File: config.mk
export PLATFORM = sky130hd
export DESIGN_NAME = flow_step_ctrl
export DESIGN_NICKNAME = d
export VERILOG_FILES = /design/src/rtl/flow_pkg.sv /design/src/rtl/key_debounce.sv /design/src/rtl/flow_step_ctrl.sv
export SDC_FILE = /design/constraint.sdc
export NUM_CORES = 1
export LEC_CHECK = 0
export CORE_AREA = 8 8 97 134
export CTS_BUF_LIST = sky130_fd_sc_hd__clkbuf_16
export DETAILED_ROUTE_END_ITERATION = 12
export DIE_AREA = 0 0 105 142
export PLACE_DENSITY = 0.81
export RECOVER_POWER = 100
export SLEW_MARGIN = 10
export SYNTH_ARGS = -nofsm -noshare
export SYNTH_HDL_FRONTEND = slang
export SYNTH_SLANG_ARGS = --single-unit
File: constraint.sdc
create_clock -name clk_50M -period 3.7 [get_ports clk_50M]
set_clock_uncertainty 0.15 [all_clocks]
set_input_delay 0.555 -clock clk_50M [delete_from_list [all_inputs] [get_ports clk_50M]]
set_output_delay 0.555 -clock clk_50M [all_outputs]
set_load 0.02 [all_outputs]
File: src/rtl/flow_pkg.sv
// Shared types and constants for the flowing-light control stage.
package flow_pkg;

  typedef enum logic {
    RUN   = 1'b0,
    PAUSE = 1'b1
  } run_state_t;

  localparam int unsigned KEY_FASTER = 0;
  localparam int unsigned KEY_SLOWER = 1;
  localparam int unsigned KEY_PAUSE  = 2;
  localparam int unsigned NUM_KEYS   = 3;

  // Defaults for a 50 MHz clock: 20 ms debounce, 25 ms fastest step.
  localparam int unsigned DEB_CYC_DEF    = 1_000_000;
  localparam int unsigned MIN_PERIOD_DEF = 1_250_000;

  function automatic logic [31:0] step_period(input logic [31:0] min_period,
                                              input logic [4:0]  shift);
    return min_period << shift;
  endfunction

endpackage

File: src/rtl/key_debounce.sv
// One push-button: 2-flop synchroniser, stability counter, press pulse on 1->0.
module key_debounce
  import flow_pkg::*;
#(
  parameter int unsigned DEB_CYC = DEB_CYC_DEF
) (
  input  logic i_clk,
  input  logic i_rst_n,
  input  logic i_key_n,
  output logic o_press
);

  localparam int unsigned    CW       = (DEB_CYC > 1) ? $clog2(DEB_CYC) : 1;
  localparam logic [CW-1:0]  CNT_LAST = CW'(DEB_CYC - 1);

  logic          r_sync1;
  logic          r_sync2;
  logic          r_stable;
  logic          r_press;
  logic [CW-1:0] r_cnt;

  always_ff @(posedge i_clk or negedge i_rst_n) begin
    if (!i_rst_n) begin
      r_sync1 <= 1'b1;
      r_sync2 <= 1'b1;
    end else begin
      r_sync1 <= i_key_n;
      r_sync2 <= r_sync1;
    end
  end

  always_ff @(posedge i_clk or negedge i_rst_n) begin
    if (!i_rst_n) begin
      r_cnt    <= '0;
      r_stable <= 1'b1;
      r_press  <= 1'b0;
    end else begin
      r_press <= 1'b0;
      if (r_sync2 != r_stable) begin
        if (r_cnt == CNT_LAST) begin
          r_stable <= r_sync2;
          r_cnt    <= '0;
          // Pulse is high in the first cycle the stable state reads pressed.
          r_press  <= ~r_sync2;
        end else begin
          r_cnt <= r_cnt + 1'b1;
        end
      end else begin
        r_cnt <= '0;
      end
    end
  end

  assign o_press = r_press;

endmodule

File: src/rtl/flow_step_ctrl.sv
// Speed level, run/pause state and step-pulse generator for the LED flow stage.
module flow_step_ctrl
  import flow_pkg::*;
#(
  parameter  int unsigned DEB_CYC    = DEB_CYC_DEF,
  parameter  int unsigned MIN_PERIOD = MIN_PERIOD_DEF,
  parameter  int unsigned LEVELS     = 8,
  parameter  int unsigned LEVEL_RST  = 3,
  localparam int unsigned LW         = $clog2(LEVELS)
) (
  input  logic                clk_50M,
  input  logic                reset_n,
  input  logic [NUM_KEYS-1:0] key_n,
  output logic                step,
  output logic [LW-1:0]       level,
  output logic                running
);

  localparam logic [LW-1:0] LEVEL_MAX  = LW'(LEVELS - 1);
  localparam logic [LW-1:0] LEVEL_INIT = LW'(LEVEL_RST);

  logic [NUM_KEYS-1:0] w_press;
  logic                w_faster;
  logic                w_slower;
  logic                w_toggle;
  logic                w_level_up;
  logic                w_level_dn;
  logic                w_level_chg;
  logic [4:0]          w_shift;
  logic [31:0]         w_period;
  logic                w_wrap;

  run_state_t  r_state;
  run_state_t  w_state_nxt;
  logic [LW-1:0] r_level;
  logic [31:0]   r_tick;
  logic          r_step;

  for (genvar gi = 0; gi < NUM_KEYS; gi++) begin : g_key
    key_debounce #(
      .DEB_CYC (DEB_CYC)
    ) u_deb (
      .i_clk   (clk_50M),
      .i_rst_n (reset_n),
      .i_key_n (key_n[gi]),
      .o_press (w_press[gi])
    );
  end

  always_comb begin
    w_faster    = w_press[KEY_FASTER];
    w_slower    = w_press[KEY_SLOWER];
    w_toggle    = w_press[KEY_PAUSE];
    w_level_up  = w_faster & ~w_slower & (r_level != LEVEL_MAX);
    w_level_dn  = w_slower & ~w_faster & (r_level != '0);
    w_level_chg = w_level_up | w_level_dn;
    w_shift     = 5'(LEVELS - 1) - 5'(r_level);
    w_period    = step_period(32'(MIN_PERIOD), w_shift);
    w_wrap      = (r_state == RUN) && (r_tick == w_period - 32'd1);
  end

  always_ff @(posedge clk_50M or negedge reset_n) begin
    if (!reset_n) begin
      r_state <= RUN;
    end else begin
      r_state <= w_state_nxt;
    end
  end

  always_comb begin
    w_state_nxt = r_state;
    if (w_toggle) begin
      w_state_nxt = (r_state == RUN) ? PAUSE : RUN;
    end
  end

  // Tick and level decisions use the pre-toggle state, so a toggle on the
  // wrap cycle still emits its step.
  always_ff @(posedge clk_50M or negedge reset_n) begin
    if (!reset_n) begin
      r_level <= LEVEL_INIT;
      r_tick  <= '0;
      r_step  <= 1'b0;
    end else begin
      r_step <= 1'b0;
      if (w_level_up) begin
        r_level <= r_level + 1'b1;
      end else if (w_level_dn) begin
        r_level <= r_level - 1'b1;
      end

      if (w_level_chg) begin
        r_tick <= '0;
      end else if (r_state == RUN) begin
        if (w_wrap) begin
          r_tick <= '0;
          r_step <= 1'b1;
        end else begin
          r_tick <= r_tick + 32'd1;
        end
      end
    end
  end

  assign step    = r_step;
  assign level   = r_level;
  assign running = (r_state == RUN);

endmodule

**Word-level counts from Yosys, hierarchy flattened**

Index checks and enable logic that the tools add are counted.

- Output and inout port bits: 5
- Bits of input ports: 5
- Flip-flop bits (word level): 109

- Bitwise gates (word level): 11
- Shifts and indexed selects: 1
- Equal/unequal tests: 9
- Multiplexer cells: 21
- Reduce and logical (&&, ||, !) cells: 6
- Add/subtract/negate cells: 8

Operators with widths:

| cell | count |
|---|---|
| 2-to-1 mux 20 bit | 6 |
| 2-to-1 mux 32 bit | 3 |
| adder 20 x 1 -> 20 bit, second input constant | 3 |
| equality test 20 bit, second input constant | 3 |
| adder 32 x 1 -> 32 bit, second input constant | 1 |
| equality test 32 bit | 1 |
| << shifter 21 x 5 -> 32 bit, first input constant | 1 |
| subtractor 32 x 1 -> 32 bit, second input constant | 1 |
| 2-to-1 mux 1 bit | 10 |
| 2-to-1 mux 3 bit | 2 |
| inverter 1 bit | 6 |
| AND reduction 2 bit | 3 |
| bitwise AND 1 bit | 4 |
| subtractor 3 x 3 -> 4 bit, first input constant | 1 |
| adder 3 x 1 -> 3 bit, second input constant | 1 |
| inequality test 1 bit | 3 |
| inequality test 3 bit, second input constant | 1 |
| nonzero test 3 bit | 1 |
| subtractor 3 x 1 -> 3 bit, second input constant | 1 |
| inequality test 2 bit, second input constant | 1 |
| nonzero test 2 bit | 1 |
| logical AND 1 bit | 1 |
| bitwise OR 1 bit | 1 |

**Logic depth before layout (Yosys ltp)**

- Depth in word-level cells: 8
- Gate-level depth with buffers: 14
- Gate-level depth less buffers: 11

**Hierarchy**

From an unflattened synthesis, not the netlist that was laid out.

- Cell total of the unflattened synthesis: 660
- Area, all modules: 6,613.8 µm²

Modules (own cells, without submodules):

| module | instances | cells an instance | area each (µm²) | seq. area each (µm²) |
|---|---|---|---|---|
| key_debounce | 3 | 107 | 1,188.6 | 604.3 |
| flow_step_ctrl | 1 | 339 | 3,047.9 | 928.4 |

**Least setup slack after synthesis**

No wires, ideal clock.

- Kind: flip-flop to flip-flop
- From: register r_level[0], in the netlist level[0]
- To: register r_tick[15]
- Slack: 323 ps
- Data arrival time: 3,146 ps
- Clock period less this slack: 3,377 ps
- Stages on the path, launching flop included: 15
- Required time: 3,468 ps
- Cell sequence: dfstp_2 -> inv_1 -> ha_1 -> clkbuf_1 -> nand2_1 -> ha_1 -> nor2b_1 -> a21bo_2 -> or3_1 -> a22oi_2 -> nor4_1 -> and3_1 -> buf_6 -> buf_12 -> nor3_2

- Longest elaborated chain between the ends: 8

Ends and longest elaborated chain:

| item | line | text |
|---|---|---|
| from (decl) | flow_step_ctrl.sv:35 | `logic [LW-1:0] r_level;` |
| from (signal assigned) | flow_step_ctrl.sv:87 | `r_level <= r_level + 1'b1;` |
| from (signal assigned) | flow_step_ctrl.sv:89 | `r_level <= r_level - 1'b1;` |
| subtractor 3 x 3 -> 4 bit | flow_step_ctrl.sv:57 | `w_shift = 5'(LEVELS - 1) - 5'(r_level);` |
| named net w_shift[0] | flow_step_ctrl.sv:29 | `logic [4:0] w_shift;` |
| << shifter 21 x 5 -> 32 bit | flow_pkg.sv:20 | `return min_period << shift;` |
| subtractor 32 x 1 -> 32 bit | flow_step_ctrl.sv:59 | `w_wrap = (r_state == RUN) && (r_tick == w_period - 32'd1);` |
| equality test 32 bit | flow_step_ctrl.sv:59 |  |
| logical AND 1 bit | flow_step_ctrl.sv:59 |  |
| 2-to-1 mux 32 bit | flow_step_ctrl.sv:95 | `if (w_wrap) begin` |
| 2-to-1 mux 32 bit | flow_step_ctrl.sv:94 | `end else if (r_state == RUN) begin` |
| 2-to-1 mux 32 bit | flow_step_ctrl.sv:92 | `if (w_level_chg) begin` |
| to (signal assigned) | flow_step_ctrl.sv:99 | `r_tick <= r_tick + 32'd1;` |
| to (decl) | flow_step_ctrl.sv:36 | `logic [31:0] r_tick;` |

The timed path passes the listed nets, and every way through them passes these cells. The select of a mux whose other input is x is not followed.
A chain may end at the register's enable or synchronous reset.

**Worst setup path after layout**

- From: register r_level[0], in the netlist level[0]
- To: register r_tick[22]

Same word-level chain as after synthesis.

==> impl_metrics.yaml <==
outcome:
  outcome: "complete, but fails checks"
  violations: "capacitance limit, slew limit"
clock_network:
  post_cts_resized: 0
  cts_buffer_depth: 2
  numCtsBuffers: 9
  h-tree-depth: 3
  insertion_delay_ns: 0.34
  ctsHoldBuffers: 0
  root_buffer: "clkbuf_16"
  clk_pin_slew_ns: 0.07
  cts_tree: "done"
  post_cts_buffers: 0
  cts.sink_count: 109
sta:
  period_minus_slack_ns: 3.36
  worst_pin_slew_ns: 1.93
  hold-worst-slack_ns: 0.212
  finalHoldViolations: 0
  rsz0062_at_grt: "false"
  fmax_ghz: 0.298
  drv_slew: 35
  relSlewSlack: -0.290
  setup_slack_ns: 0.341
  tns_ns: 0
  setup_viol: 0
  min_period_over_period: 0.908
grt:
  grt_pass1_vias: 4861
  gr-total-overflow: 0
  antenna_found_initial: 0
  gr-usage-all-layers: 0.177
  grt_max_degree: 92
  grt_pass1_wl_um: 22100
floorplanning:
  num_rows: 46
  start_util: 0.579
  io-pin-count: 10
  die_w_um: 105
  die-area_um2: 14900
  fp.dieH_um: 142
  fp.coreArea_um2: 11100
routing:
  wl_per_cell_um: 15.8
  postRouteAntennaNets: 0
  route.detailed.drc: 0
  vias_per_cell: 5.84
  routed_wl_um: 12800
  drt_iter0_markers: 221
  firstDrtPassIters: 4
  vias: 4708
worst_setup_path:
  cp_max_fo: 26
  cp.arrival_ns: 3.38
  cp_data_required_time_ns: 3.72
  critical_path_class: "reg2reg"
  startpoint_type: "flip-flop"
  worst_setup_path_end_kind: "flip-flop"
placement:
  io_buffer_count: 9
  dp_worst_setup_slack_ns: 0.350
  hpwl_um: 9130
  place_congestion: 0.887
yosys:
  yosysSeqAreaShare: 0.429
  synth.net_count: 674
  ys_dominant_reg_cell: "dfrtp_1"
  syn_area_um2: 6400
  synth_top_area_share: 0.383
  yosys_warnings: 0
  ys_ff_latch: 109
  netlist-cell-type-count: 70
  synthArstFlopShare: 1.00
  yosysTopAreaCell: "dfrtp_1"
  syn_inst: 656
  avgSynthCellArea_um2: 9.75
  synth-edff-count: 0
  synth_area_leaders: "dfrtp_1, xnor2_1, xor2_1"
finish:
  multiInputGateArea_um2: 3310
  seq_area_um2: 2740
  fillCellCount: 915
  diodes: 0
  nets: 675
  area_growth_pct: 5.44
  drive_gt1_frac: 0.0831
power:
  p_seq_frac: 0.572
  clockPowerShare: 0.403
  p_sw_uw: 456
  combPwrFrac: 0.025
  power_leakage_uw: 0.00283
  peakVddDrop_mv: 0.269
  p_int_uw: 1670
  switching_share: 0.215
  total_power_uw: 2120
  cellPowerDensity_nw_per_um2: 315
flow_run:
  cap_violations: 1
worst_hold_path:
  hold_path_class: "reg2reg"
==> critical path, cell delays in order (launching register included) <==
cell and delay [ns]:
dfstp_2 0.64, inv_1 0.13, ha_1 0.23, nand2_1 0.09
ha_1 0.21, nor2b_1 0.29, a21bo_2 0.27, a2111oi_2 0.27
a22oi_2 0.12, nor4_1 0.28, and3_1 0.25, buf_12 0.19
nor3_1 0.07
==> final cells by class <==
class	instances	share of cell area
clock buffer	9	0.0334
timing repair buffer	19	0.0273
inverter	18	0.0100
clock inverter	7	0.00501
sequential	109	0.406
multi-input combinational	500	0.491
tap	144	0.0267
==> cell families after synthesis <==
logic type               Yosys count  share of synthesized area
AO/OA/AOI/OAI                     52                     0.0546
XOR/XNOR                         110                      0.158
adder cells (fa/ha/maj)           13                     0.0266
buffers and inverters             47                     0.0393
flip-flops                       109                      0.429
multiplexers                       6                    0.00998
AND/OR/NAND/NOR                  319                      0.283
==> worst paths after layout <==
| check | startpoint | to | slack [ns] | cells past startpoint |
|---|---|---|---|---|
| min in group asynchronous | reset_n | g_key[2].u_deb.r_cnt[11] | 0.60 | 1 |
| max reg2reg | level[0] | r_tick[22] | 0.34 | 12 |
| min reg2reg | g_key[2].u_deb.r_sync1 | g_key[2].u_deb.r_sync2 | 0.21 | 0 |
| max in group asynchronous | reset_n | r_tick[16] | 0.72 | 3 |
| max | level[0] | r_tick[22] | 0.34 | 12 |
| min | g_key[2].u_deb.r_sync1 | g_key[2].u_deb.r_sync2 | 0.21 | 0 |
==> registers in the layout, indices dropped and copies added, names as in the netlist <==
signal / flops
g_key.u_deb.r_sync1: 3
g_key.u_deb.r_cnt: 60
step: 1
g_key.u_deb.r_sync2: 3
r_tick: 32
level: 3
g_key.u_deb.r_stable: 3
g_key.u_deb.o_press: 3
r_state: 1
==> cells in the mapped netlist, types with 9 or more instances <==
cell type	number
nor2_1	90
nor4_1	11
a21oi_1	12
and3_1	15
xnor2_1	58
clkbuf_1	16
dfrtp_1	98
o21ai_0	16
nor3_1	16
nand2_1	37
inv_1	17
dfstp_2	11
ha_1	12
or3_1	9
xor2_1	49
nand4_1	14
and4_1	9
nand3_1	43
nor3_2	21
==> placed cells by master, fill, tap and decap left out, drive strengths merged, types with 12 or more instances in the layout <==
cell type  Yosys  layout
nand2         37      37
nand4         14      14
nor3          37      37
nor2          91      91
xnor2         58      58
and3          15      15
xor2          49      49
ha            12      12
clkbuf        16      12
dfrtp         98      98
nand3         43      43
inv           17      19
a21oi         12      12
o21ai         17      17
==> power by group through the flow <==
stage                     clock, µW  sequential (µW)  combinational [µW]
after floorplan                   0             1240                19.0
after global placement            0             1240                50.2
after detailed placement          0             1240                52.5
after CTS                       875             1220                52.5
after global routing            923             1220                61.4
final                           855             1220                52.5
==> stage by stage <==
stage	cell area, µm²	utilization	cells
4_1_cts	6830	0.618	805
2_1_floorplan	6400	-	656
3_3_place_gp	6570	0.595	789
3_5_place_dp	6570	0.595	789
5_1_grt	6740	0.610	806
6_report	6740	0.610	806
==> per-layer routing <==
metal  share of wire  wire [µm]  vias to the layer above  global-route usage
li1                -          -                     2263                   -
met1            0.41       5200                     2339               0.199
met2            0.53       6790                       76               0.324
met5               0          0                        -                   0
met3           0.034        434                       30              0.0277
met4           0.026        337                        0              0.0754
Note: power is estimated with default switching activity, not from simulation.
